`config.mk`:
```
export PLATFORM = sky130hd
export DESIGN_NAME = mem_dma_engine_flat
export DESIGN_NICKNAME = d
export VERILOG_FILES = /design/src/rtl/mem_dma_pkg.sv /design/src/rtl/mem_dma_engine_if.sv /design/src/rtl/mem_dma_addr_gen.sv /design/src/rtl/mem_dma_engine.sv /design/src/flat_wrapper.sv
export SDC_FILE = /design/constraint.sdc
export NUM_CORES = 1
export LEC_CHECK = 0
export ABC_AREA = 1
export BUFFER_PORTS_ARGS = -buffer_cell sky130_fd_sc_hd__buf_4
export CORE_AREA = 2 2 142 144
export CTS_BUF_LIST = sky130_fd_sc_hd__clkbuf_16
export DETAILED_ROUTE_END_ITERATION = 6
export DIE_AREA = 0 0 144 146
export PLACE_DENSITY = 0.57
export SLEW_MARGIN = 20
export SYNTH_ARGS = -nofsm -noshare
export SYNTH_HDL_FRONTEND = slang
export SYNTH_SLANG_ARGS = --single-unit
```
`constraint.sdc`:
```
create_clock -name clk -period 1.6 [get_ports clk]
set_clock_uncertainty 0.15 [all_clocks]
set_input_delay 0.08 -clock clk [delete_from_list [all_inputs] [get_ports clk]]
set_output_delay 0.08 -clock clk [all_outputs]
set_load 0.005 [all_outputs]
```
`src/rtl/mem_dma_pkg.sv`:
```
// Shared types and constants for the mem_dma block-move engine.
package mem_dma_pkg;

  localparam int unsigned MEM_WIDTH = 12;

  localparam logic MODE_COPY = 1'b0;
  localparam logic MODE_FILL = 1'b1;

  typedef enum logic [2:0] {
    IDLE   = 3'd0,
    READ0  = 3'd1,
    STREAM = 3'd2,
    LAST   = 3'd3,
    FIN    = 3'd4
  } state_t;

endpackage

```
`src/rtl/mem_dma_engine_if.sv`:
```
// Dual-port data-memory bus: port 1 reads (source), port 2 writes (destination).
interface mem_dma_engine_if
  import mem_dma_pkg::*;
#(
  parameter int unsigned mem_width = MEM_WIDTH
);

  logic [mem_width-1:0] ram_address1;
  logic                 ram_mem_write1;
  logic [mem_width-1:0] ram_datain1;
  logic [mem_width-1:0] ram_dataout1;
  logic [mem_width-1:0] ram_address2;
  logic                 ram_mem_write2;
  logic [mem_width-1:0] ram_datain2;

  modport master (
    output ram_address1, ram_mem_write1, ram_datain1,
    input  ram_dataout1,
    output ram_address2, ram_mem_write2, ram_datain2
  );

  modport slave (
    input  ram_address1, ram_mem_write1, ram_datain1,
    output ram_dataout1,
    input  ram_address2, ram_mem_write2, ram_datain2
  );

endinterface

```
`src/rtl/mem_dma_addr_gen.sv`:
```
// Loadable base-plus-offset address counter wrapping at mem_size, with a
// remaining-word count and a flag marking the final address of the run.
module mem_dma_addr_gen
  import mem_dma_pkg::*;
#(
  parameter int unsigned mem_width = MEM_WIDTH,
  parameter int unsigned mem_size  = 2 ** mem_width
) (
  input  logic                 clk,
  input  logic                 reset,
  input  logic                 load,
  input  logic [mem_width-1:0] base,
  input  logic [mem_width-1:0] count,
  input  logic                 step,
  output logic [mem_width-1:0] addr,
  output logic                 last
);

  logic [mem_width-1:0] remaining;

  always_ff @(posedge clk) begin
    if (!reset) begin
      addr      <= '0;
      remaining <= '0;
    end else if (load) begin
      addr      <= base;
      remaining <= count;
    end else if (step) begin
      addr      <= (addr == mem_width'(mem_size - 1)) ? '0 : addr + mem_width'(1);
      remaining <= remaining - mem_width'(1);
    end
  end

  assign last = (remaining == mem_width'(1));

endmodule

```
`src/rtl/mem_dma_engine.sv`:
```
// Block copy/fill engine driving both data-memory ports, one word per cycle.
// Optional MEM_DMA_CHECKSUM_EN adds a running sum of the words written.
module mem_dma_engine
  import mem_dma_pkg::*;
#(
  parameter int unsigned mem_width = MEM_WIDTH,
  parameter int unsigned mem_size  = 2 ** mem_width
) (
  input  logic                 clk,
  input  logic                 reset,
  input  logic                 start,
  input  logic                 mode,
  input  logic [mem_width-1:0] src_addr,
  input  logic [mem_width-1:0] dst_addr,
  input  logic [mem_width-1:0] length,
  input  logic [mem_width-1:0] fill_value,
  input  logic                 abort,
  output logic                 busy,
  output logic                 done,
  output logic                 aborted,
  output logic [mem_width-1:0] words_moved,
`ifdef MEM_DMA_CHECKSUM_EN
  output logic [mem_width-1:0] checksum,
`endif
  mem_dma_engine_if.master     ram
);

  state_t               state, state_n;
  logic                 mode_q;
  logic [mem_width-1:0] fill_q;
  logic                 we_q, we_n;
  logic                 accept, abort_hit, step_src;
  logic                 src_last, dst_last;
  logic [mem_width-1:0] src_cur, dst_cur;

  mem_dma_addr_gen #(
    .mem_width (mem_width),
    .mem_size  (mem_size)
  ) u_src (
    .clk   (clk),
    .reset (reset),
    .load  (accept && (mode == MODE_COPY)),
    .base  (src_addr),
    .count (length),
    .step  (step_src),
    .addr  (src_cur),
    .last  (src_last)
  );

  mem_dma_addr_gen #(
    .mem_width (mem_width),
    .mem_size  (mem_size)
  ) u_dst (
    .clk   (clk),
    .reset (reset),
    .load  (accept),
    .base  (dst_addr),
    .count (length),
    .step  (we_q),
    .addr  (dst_cur),
    .last  (dst_last)
  );

  always_ff @(posedge clk) begin
    if (!reset) begin
      state       <= IDLE;
      we_q        <= 1'b0;
      mode_q      <= MODE_COPY;
      fill_q      <= '0;
      aborted     <= 1'b0;
      words_moved <= '0;
`ifdef MEM_DMA_CHECKSUM_EN
      checksum    <= '0;
`endif
    end else begin
      state <= state_n;
      we_q  <= we_n;
      if (accept) begin
        mode_q      <= mode;
        fill_q      <= fill_value;
        aborted     <= 1'b0;
        words_moved <= '0;
`ifdef MEM_DMA_CHECKSUM_EN
        checksum    <= '0;
`endif
      end else begin
        if (abort_hit) aborted <= 1'b1;
        if (we_q) begin
          words_moved <= words_moved + mem_width'(1);
`ifdef MEM_DMA_CHECKSUM_EN
          checksum    <= checksum + ram.ram_datain2;
`endif
        end
      end
    end
  end

  // A zero-length request passes through LAST with no write so that busy
  // shows for one cycle and done lands two cycles after start.
  always_comb begin
    state_n   = state;
    we_n      = 1'b0;
    accept    = 1'b0;
    abort_hit = 1'b0;
    step_src  = 1'b0;
    case (state)
      IDLE: begin
        if (start) begin
          accept = 1'b1;
          if (length == '0) begin
            state_n = LAST;
          end else if (mode == MODE_COPY) begin
            state_n = READ0;
          end else begin
            state_n = STREAM;
            we_n    = 1'b1;
          end
        end
      end
      READ0: begin
        if (abort) begin
          state_n   = FIN;
          abort_hit = 1'b1;
        end else begin
          we_n     = 1'b1;
          state_n  = src_last ? LAST : STREAM;
          step_src = !src_last;
        end
      end
      STREAM: begin
        if (abort) begin
          state_n   = FIN;
          abort_hit = 1'b1;
        end else if (mode_q == MODE_FILL) begin
          if (dst_last) begin
            state_n = FIN;
          end else begin
            we_n = 1'b1;
          end
        end else begin
          we_n = 1'b1;
          if (src_last) begin
            state_n = LAST;
          end else begin
            step_src = 1'b1;
          end
        end
      end
      LAST: begin
        state_n   = FIN;
        abort_hit = abort;
      end
      FIN:     state_n = IDLE;
      default: state_n = IDLE;
    endcase
  end

  assign busy = (state == READ0) || (state == STREAM) || (state == LAST);
  assign done = (state == FIN);

  assign ram.ram_address1   = src_cur;
  assign ram.ram_mem_write1 = 1'b0;
  assign ram.ram_datain1    = '0;
  assign ram.ram_address2   = dst_cur;
  assign ram.ram_mem_write2 = we_q;
  // Copy data flows straight from the registered read port into the write port.
  assign ram.ram_datain2    = !we_q ? '0 : ((mode_q == MODE_COPY) ? ram.ram_dataout1 : fill_q);

endmodule

```
`src/flat_wrapper.sv`:
```
// flat-port wrapper written by rule: the top's interface ports become plain ports
module mem_dma_engine_flat import mem_dma_pkg::*;
#(
  parameter int unsigned mem_width = MEM_WIDTH,
  parameter int unsigned mem_size  = 2 ** mem_width
)
  (clk, reset, start, mode, src_addr, dst_addr, length, fill_value, abort, busy, done, aborted, words_moved, ram_ram_address1, ram_ram_mem_write1, ram_ram_datain1, ram_ram_dataout1, ram_ram_address2, ram_ram_mem_write2, ram_ram_datain2);
  mem_dma_engine_if #(.mem_width(mem_width)) ram_i ();
  input  logic clk;
  input  logic reset;
  input  logic start;
  input  logic mode;
  input  logic [mem_width-1:0] src_addr;
  input  logic [mem_width-1:0] dst_addr;
  input  logic [mem_width-1:0] length;
  input  logic [mem_width-1:0] fill_value;
  input  logic abort;
  output logic busy;
  output logic done;
  output logic aborted;
  output logic [mem_width-1:0] words_moved;
  output wire logic [$bits(ram_i.ram_address1)-1:0] ram_ram_address1;
  output wire logic [$bits(ram_i.ram_mem_write1)-1:0] ram_ram_mem_write1;
  output wire logic [$bits(ram_i.ram_datain1)-1:0] ram_ram_datain1;
  input wire logic [$bits(ram_i.ram_dataout1)-1:0] ram_ram_dataout1;
  output wire logic [$bits(ram_i.ram_address2)-1:0] ram_ram_address2;
  output wire logic [$bits(ram_i.ram_mem_write2)-1:0] ram_ram_mem_write2;
  output wire logic [$bits(ram_i.ram_datain2)-1:0] ram_ram_datain2;
  assign ram_ram_address1 = ram_i.ram_address1;
  assign ram_ram_mem_write1 = ram_i.ram_mem_write1;
  assign ram_ram_datain1 = ram_i.ram_datain1;
  assign ram_i.ram_dataout1 = ram_ram_dataout1;
  assign ram_ram_address2 = ram_i.ram_address2;
  assign ram_ram_mem_write2 = ram_i.ram_mem_write2;
  assign ram_ram_datain2 = ram_i.ram_datain2;
  mem_dma_engine #(.mem_width(mem_width), .mem_size(mem_size)) u_core (.clk(clk), .reset(reset), .start(start), .mode(mode), .src_addr(src_addr), .dst_addr(dst_addr), .length(length), .fill_value(fill_value), .abort(abort), .busy(busy), .done(done), .aborted(aborted), .words_moved(words_moved), .ram(ram_i));
endmodule
```
# Word-level counts from Yosys, hierarchy flattened
# Cells that the tools add are included.
[totals] input_bits=65 register_bits=78 out_inout_bits=65 elab_cells=78
[op_classes] reduce_logical=11 addsub=5 mux=39 bitwise_logic=2 eq_ne=11
[op_table] cell="two-way mux 12 bit" n=12
[op_table] cell="adder 12 x 1 -> 12 bit, second input constant" n=3
[op_table] cell="equality test 12 x 1 -> 1 bit, second input constant" n=2
[op_table] cell="equality test 12 bit, second input constant" n=2
[op_table] cell="subtractor 12 x 1 -> 12 bit, second input constant" n=2
[op_table] cell="two-way mux 3 bit" n=7
[op_table] cell="two-way mux 1 bit" n=15
[op_table] cell="logical NOT 12 bit" n=1
[op_table] cell="case mux 3 bit (4 select lines)" n=1
[op_table] cell="equality test 3 x 2 -> 1 bit, second input constant" n=2
[op_table] cell="!= test 4 x 2 -> 1 bit, second input constant" n=1
[op_table] cell="!= test 4 bit, second input constant" n=1
[op_table] cell="case mux 1 bit (2 select lines)" n=2
[op_table] cell="nonzero test 2 bit" n=2
[op_table] cell="OR reduction 2 bit" n=2
[op_table] cell="equality test 3 x 1 -> 1 bit, second input constant" n=1
[op_table] cell="equality test 3 bit, second input constant" n=1
[op_table] cell="logical NOT 3 bit" n=1
[op_table] cell="case mux 1 bit (3 select lines)" n=1
[op_table] cell="AND reduction 3 bit" n=1
[op_table] cell="logical OR 1 bit" n=2
[op_table] cell="two-way mux 2 bit" n=1
[op_table] cell="!= test 2 bit, second input constant" n=1
[op_table] cell="inverter 1 bit" n=2
[op_table] cell="2 further kinds" n=2

# Depth between registers and ports, before layout
[depth] word_depth=7 depth_mapped=12 ltp_nobuf=11

# Hierarchy
# From an unflattened synthesis, not the netlist that was laid out.
[unflattened] cells_unflattened=703 hier_area_um2=4795.8
[modules_own_cells] mod="mem_dma_addr_gen" n_inst=2 seq_area_each_um2=480.5 cells_each=236 area_each_um2=1582.8
[modules_own_cells] mod="mem_dma_engine" n_inst=1 seq_area_each_um2=600.6 cells_each=231 area_each_um2=1630.3

# Worst setup path before layout
# OpenSTA, ideal clock, no wires.
[synth_path] path_kind="register -> register" from="register u_core.u_src.remaining[0]" to="register u_core.u_src.addr[3]" t_arrival_ns=1.424 required_ns=1.381 slack_ns=-0.043 setup_ns=0.069 path_stages_with_launch=12 cell_sequence="dfxtp_1 ha_1 nand2_1 nor2_1 nand3_4 nand2_4 nand2_2 buf_6 inv_4 buf_8 nand2_2 a21oi_2"
[synth_between] elab_chain_len=6 word_cells_on_any_way=8 cone_classes="1 x eq/ne; 5 x mux; 2 x reduce/logical"
[synth_lines] element="from (decl)" line_no="mem_dma_addr_gen.sv:19" source="logic [mem_width-1:0] remaining;"
[synth_lines] element="from (signal assigned)" line_no="mem_dma_addr_gen.sv:27" source="remaining <= count;"
[synth_lines] element="from (signal assigned)" line_no="mem_dma_addr_gen.sv:30" source="remaining <= remaining - mem_width'(1);"
[synth_lines] element="equality test 12 x 1 -> 1 bit *" line_no="mem_dma_addr_gen.sv:34" source="assign last = (remaining == mem_width'(1));"
[synth_lines] element="two-way mux 1 bit" line_no="mem_dma_engine.sv:142" source="if (src_last) begin"
[synth_lines] element="two-way mux 1 bit" line_no="mem_dma_engine.sv:134" source="end else if (mode_q == MODE_FILL) begin"
[synth_lines] element="two-way mux 1 bit" line_no="mem_dma_engine.sv:131" source="if (abort) begin"
[synth_lines] element="case mux 1 bit (2 select lines) *" line_no="mem_dma_engine.sv:106" source="case (state)"
[synth_lines] element="nonzero test 2 bit (no source line) *"
[synth_lines] element="to (signal assigned)" line_no="mem_dma_addr_gen.sv:26" source="addr <= base;"
[synth_lines] element="to (signal assigned)" line_no="mem_dma_addr_gen.sv:29" source="addr <= (addr == mem_width'(mem_size - 1)) ? '0 : addr + mem_width'(1);"
[synth_lines] element="to (decl)" line_no="mem_dma_addr_gen.sv:15" source="output logic [mem_width-1:0] addr,"
# Every way passes the cells marked *; elsewhere a longest branch is shown, timed or not.
# A chain may end at the register's enable or synchronous reset.

# Final worst setup path
[layout_path] from="register u_core.u_src.remaining[0]" to="register u_core.u_src.addr[5]"
# Same word-level chain as after synthesis.

==> results.md <==
- For this run, the top clock speed supported by timing is approximately 630 MHz.
- The buffering stage count on the worst path with inverters included is 2.
- The via total after detailed routing is about 5600.
- The post-synthesis simple-gate area fraction is between 30% and 40%.
- The multi-input logic area is 0.003073 mm².
- After routing the design area is 0.007933 mm².
- The number of register bits inferred by synthesis is 78.
- The data arrival time of the critical path is between 1.5 and 2 ns.
- The total CTS buffers is 9.
- Setup repair after global routing could not meet its margin everywhere.
- The fraction of final layout cells sized beyond drive strength 1 is 36.97%.
- The sink of the worst hold path is u_core.u_src.addr[0].
- The routed design has 16250 µm of wire.
- The hold-critical path depth is 5.
- Entering global routing, the biggest net connects 32 pins.
- The smallest setup slack after layout is 0.002978 ns.
- The clock period minus final worst setup slack is ~1.6 ns.
- Dividing the detail-routed via count by the number of cells gives ~4.4.
- In this run the tool buffered the top-level ports with around 120 buffer cells.
- After clock tree synthesis, the clock-pin slew on the worst setup and hold paths is 0.06 ns.
- The filler cells instantiated in the layout total slightly above 2000.
- The async set-or-reset flop fraction in the synthesized netlist is 0%.
- The number of max-cap violations is 0.
- In the post-synthesis netlist, the cell with the most instances is sky130_fd_sc_hd__nand2_1.
- The synthesis-to-finish area growth is 65.10%.
- The die is approximately 140 µm wide.
- The H-tree generated during clock tree synthesis spans 3 levels.
- The worst setup path is launched from a register.
- After synthesis the cells add up to approximately 0.0048 mm².
- The worst-case hold slack is between 0.005 and 0.006 ns.
- After the first detailed-routing iteration, the DRC count stood at 210.
- Dividing total power by cell area gives a power density of approximately 1000 mW/mm².
- The combinational family with the most area after synthesis is simple AND/OR/NAND/NOR gates.
- The combined flip-flop and latch cell area is approximately 0.0016 mm².
- The parity-gate share of the synthesized area counting xor and xnor cells is between 3 and 4%.
- In the final design database the tool counted approximately 1100 nets.
- In this run the deepest clock path goes through 2 buffers.
- The initial utilization of the core area, before any placement, comes to roughly 25%.
- TritonCTS built the clock tree.
- By count the netlist is led by sky130_fd_sc_hd__nand2_1, sky130_fd_sc_hd__nor2_1, sky130_fd_sc_hd__dfxtp_1.
- The max-slew violation total from the final report is 0.
- During synthesis, Yosys emitted a total of 0 warnings.
- In this design, the stage delay of the slowest critical-path cell is 0.38 ns.
- Counting flops with a built-in enable in the synthesized netlist gives 0.
- The worst-case IR drop observed on VDD is roughly 640 µV.
- Summed over all layers, the global routing overflow is 0.
- The number of setup violations in the final report is 0.
- At the end of routability-driven placement, the weighted congestion stood at approximately 0.83.
- The number of antenna violations at the first check in global routing is 0.
- Summing the areas of all fa, ha and maj instances in the mapped netlist gives under 10% of the synthesized area.
- Once detailed placement completed, the half-perimeter wirelength came to 11660 µm.
- The number of design rule violations left after detail routing is 0.
- The worst hold path startpoint is src_addr[0].
- The number of failing hold endpoints at the final stage is 0.
- The number of standard cells after synthesis is ~760.
- The pre-antenna-repair detailed-routing pass consisted of 4 iterations.
- The flow ran to the end, and the final reports show no timing, DRC or antenna violations.
- Walking the worst path, the cells encountered are ha_4, nand2_2, nor2_4, nand3_4, nand2_4, nand2_8, buf_6, nand2_2, nand3_2, nand2_1, inv_1.
- In the finished design, the share of the clock period the worst path needs comes to between 90 and 100%.
- The final cell count without fillers is around 1300.
- Once placement completed, the tool counted placed cells totaling 1201.
- The number of distinct standard cells referenced by the synthesized netlist is 41.
- In the post-synthesis netlist, the biggest area contributors are sky130_fd_sc_hd__dfxtp_1, sky130_fd_sc_hd__nand2_1, sky130_fd_sc_hd__nor2_1.
- The cell type with the highest aggregate area in the netlist is sky130_fd_sc_hd__dfxtp_1.
- The first-pass GRT wire length is 25220 µm.
- The most used flip-flop cell after synthesis is sky130_fd_sc_hd__dfxtp_1.
- The number of standard-cell rows in the floorplan is a little over 50.
- The remaining antenna violation count after routing is 0.
- Of all nets on the critical path, the largest fanout is 6.
- The startpoint identified for the worst register-to-register timing path is u_core.u_src.remaining[0].
- The boundary pin count is 130.
- The post-synthesis compound-gate area fraction is around 17%.
- The placed instance area is around 0.0066 mm².
- The number of global-route vias before repair was about 5200.
- The critical path data required time is approximately 1.7 ns.
- Global routing consumed, over all layers together, around 15% of the routing resources.
- The critical path is of the register to register type.
- The final routed wire length divided by cell count is roughly 13 µm.
- Timing analysis after detailed placement gives a worst setup slack of -0.1298 ns.
- The logic depth of the worst path, buffers included is 11.
- The portion of netlist area occupied by mux cells is less than 1%.
- The clock sink total is 78.
- The type of the tightest min-delay check is input port to register.
- The sequential share of the synthesized area is roughly a third.
- The most prevalent standard cell on the critical path is sky130_fd_sc_hd__nand2_2.
- The die is 146 µm tall.
- After synthesis, the mean cell area works out to about 6.4 µm².
- The top-area cell type share of the netlist area is 32.50%.
- The kind of end point of the critical path is a register.
- The worst register-to-register path has a depth of 11.
- The setup slack of the most critical reg-to-reg path is between 0.002 and 0.003 ns.
- The clock latency on the worst-skew pair is around 0.35 ns.
- The count of antenna diodes in the layout is 0.
- The core outline area is about 0.019 mm².
- The critical path's top delay family is simple AND/OR/NAND/NOR gates.
- The die covers around 0.021 mm².
- The standby leakage power is about 3.6 nW.
- Among all stages on the critical path, the largest delay is contributed by sky130_fd_sc_hd__dfxtp_4.
- In this run the critical register-to-register path is captured at u_core.u_src.addr[5].
- The root buffer cell is sky130_fd_sc_hd__clkbuf_16.
## worst reg2reg max path: stages, from the launching register on
cell	delay [ns]
sky130_fd_sc_hd__dfxtp_4	0.38
sky130_fd_sc_hd__ha_4	0.13
sky130_fd_sc_hd__nand2_2	0.06
sky130_fd_sc_hd__nor2_4	0.09
sky130_fd_sc_hd__nand3_4	0.10
sky130_fd_sc_hd__nand2_4	0.14
sky130_fd_sc_hd__nand2_8	0.11
sky130_fd_sc_hd__buf_6	0.14
sky130_fd_sc_hd__nand2_2	0.06
sky130_fd_sc_hd__nand3_2	0.05
sky130_fd_sc_hd__nand2_1	0.05
sky130_fd_sc_hd__inv_1	0.04
## cell usage in the layout (no fill, tap or decap), types with 3 or more instances in the layout
cell                            count
sky130_fd_sc_hd__a21oi_1           47
sky130_fd_sc_hd__a21oi_2           11
sky130_fd_sc_hd__a31oi_1            9
sky130_fd_sc_hd__buf_12             7
sky130_fd_sc_hd__buf_4            197
sky130_fd_sc_hd__buf_6             12
sky130_fd_sc_hd__clkbuf_16         12
sky130_fd_sc_hd__clkinv_1           3
sky130_fd_sc_hd__conb_1            13
sky130_fd_sc_hd__dfxtp_1           53
sky130_fd_sc_hd__dfxtp_2           19
sky130_fd_sc_hd__dfxtp_4            6
sky130_fd_sc_hd__dlygate4sd3_1     46
sky130_fd_sc_hd__ha_4               4
sky130_fd_sc_hd__inv_1             72
sky130_fd_sc_hd__inv_2             13
sky130_fd_sc_hd__inv_4              3
sky130_fd_sc_hd__nand2_1          169
sky130_fd_sc_hd__nand2_2           20
sky130_fd_sc_hd__nand2_4            6
sky130_fd_sc_hd__nand3_1           33
sky130_fd_sc_hd__nand3_2            7
sky130_fd_sc_hd__nand3_4            3
sky130_fd_sc_hd__nand3b_1           3
sky130_fd_sc_hd__nand4_1           10
sky130_fd_sc_hd__nor2_1            78
sky130_fd_sc_hd__nor2_2            21
sky130_fd_sc_hd__nor2_4            10
sky130_fd_sc_hd__nor3_1             3
sky130_fd_sc_hd__o211ai_1           4
sky130_fd_sc_hd__o21ai_0           50
sky130_fd_sc_hd__o21ai_1           12
sky130_fd_sc_hd__o21ai_2            6
sky130_fd_sc_hd__o21bai_1           4
sky130_fd_sc_hd__or2_2              6
sky130_fd_sc_hd__xnor2_1            5
sky130_fd_sc_hd__xor2_1            13
## worst max-delay path by stage
stage	startpoint	to	slack, ns
2_1_floorplan	u_core.u_src.remaining[0]	u_core.u_src.addr[3]	0.01
3_3_place_gp	u_core.u_src.addr[1]	u_core.u_src.addr[10]	-0.09
3_5_place_dp	u_core.u_src.addr[0]	u_core.u_src.addr[10]	-0.13
4_1_cts	u_core.u_src.remaining[1]	u_core.u_src.remaining[3]	-0.0009
5_1_grt	u_core.u_src.remaining[9]	u_core.u_src.remaining[7]	-0.08
6_report	u_core.u_src.remaining[0]	u_core.u_src.addr[5]	0.003
## kinds of logic after synthesis
logic type / Yosys count
other cells: 1
simple gates: 373
mux: 1
buf+inv: 129
compound gates: 147
fa+ha+maj: 7
flops: 78
xor+xnor: 19
## final cells by class
| class | count | share of cell area [%] |
|---|---|---|
| well taps | 265 | 4.180 |
| inverters | 88 | 4.322 |
| clock buffers | 9 | 2.839 |
| multi-input cells | 561 | 38.74 |
| flip-flops and latches | 78 | 20.27 |
| repair buffers | 268 | 29.40 |
| clock inverters | 5 | 0.2524 |
## state kept, by name, indices dropped and copies added (netlist names)
name and count:
u_core.u_src.addr 12, u_core.words_moved 12, u_core.fill_q 12, u_core.state 3
u_core.aborted 1, u_core.ram.ram_mem_write2 1, u_core.u_dst.addr 12, u_core.mode_q 1
u_core.u_dst.remaining 12, u_core.u_src.remaining 12
## where the power goes
group / switching (mW) / internal (mW) / total (mW)
clock: 0.818 / 1.01 / 1.83
combinational: 1.99 / 1.88 / 3.87
sequential: 0.270 / 2.26 / 2.53
## timing repair
| item | CTS | global route |
|---|---|---|
| hold buffers | 47 | 0 |
| pin swaps | 3 | 39 |
| endpoints found under the hold margin | 55 | 0 |
| endpoints found under the setup margin | 41 | 70 |
| resized for setup | 26 | 142 |
| cloned | 0 | 4 |
| setup buffers | 2 | 8 |
## per-layer routing
metal  GRT usage [%]  vias to the layer above  routed length [µm]
li1                -                     2900                   -
met1           19.56                     2533                7349
met2           24.81                      126                7948
met3           2.238                       19                 679
met4           5.343                        0                 272
met5               0                        -                   0
## metrics by stage
stage               util [%]  total power [mW]     TNS, ns
finish                 41.03             8.226           0
global route           41.03             8.827      -1.248
CTS                    38.23             7.733  -0.0009324
detailed placement     34.01             5.685      -1.544
global placement       34.01             5.668     -0.9654
floorplan                  -             4.315           0
Power figures use the tool's default switching activity.
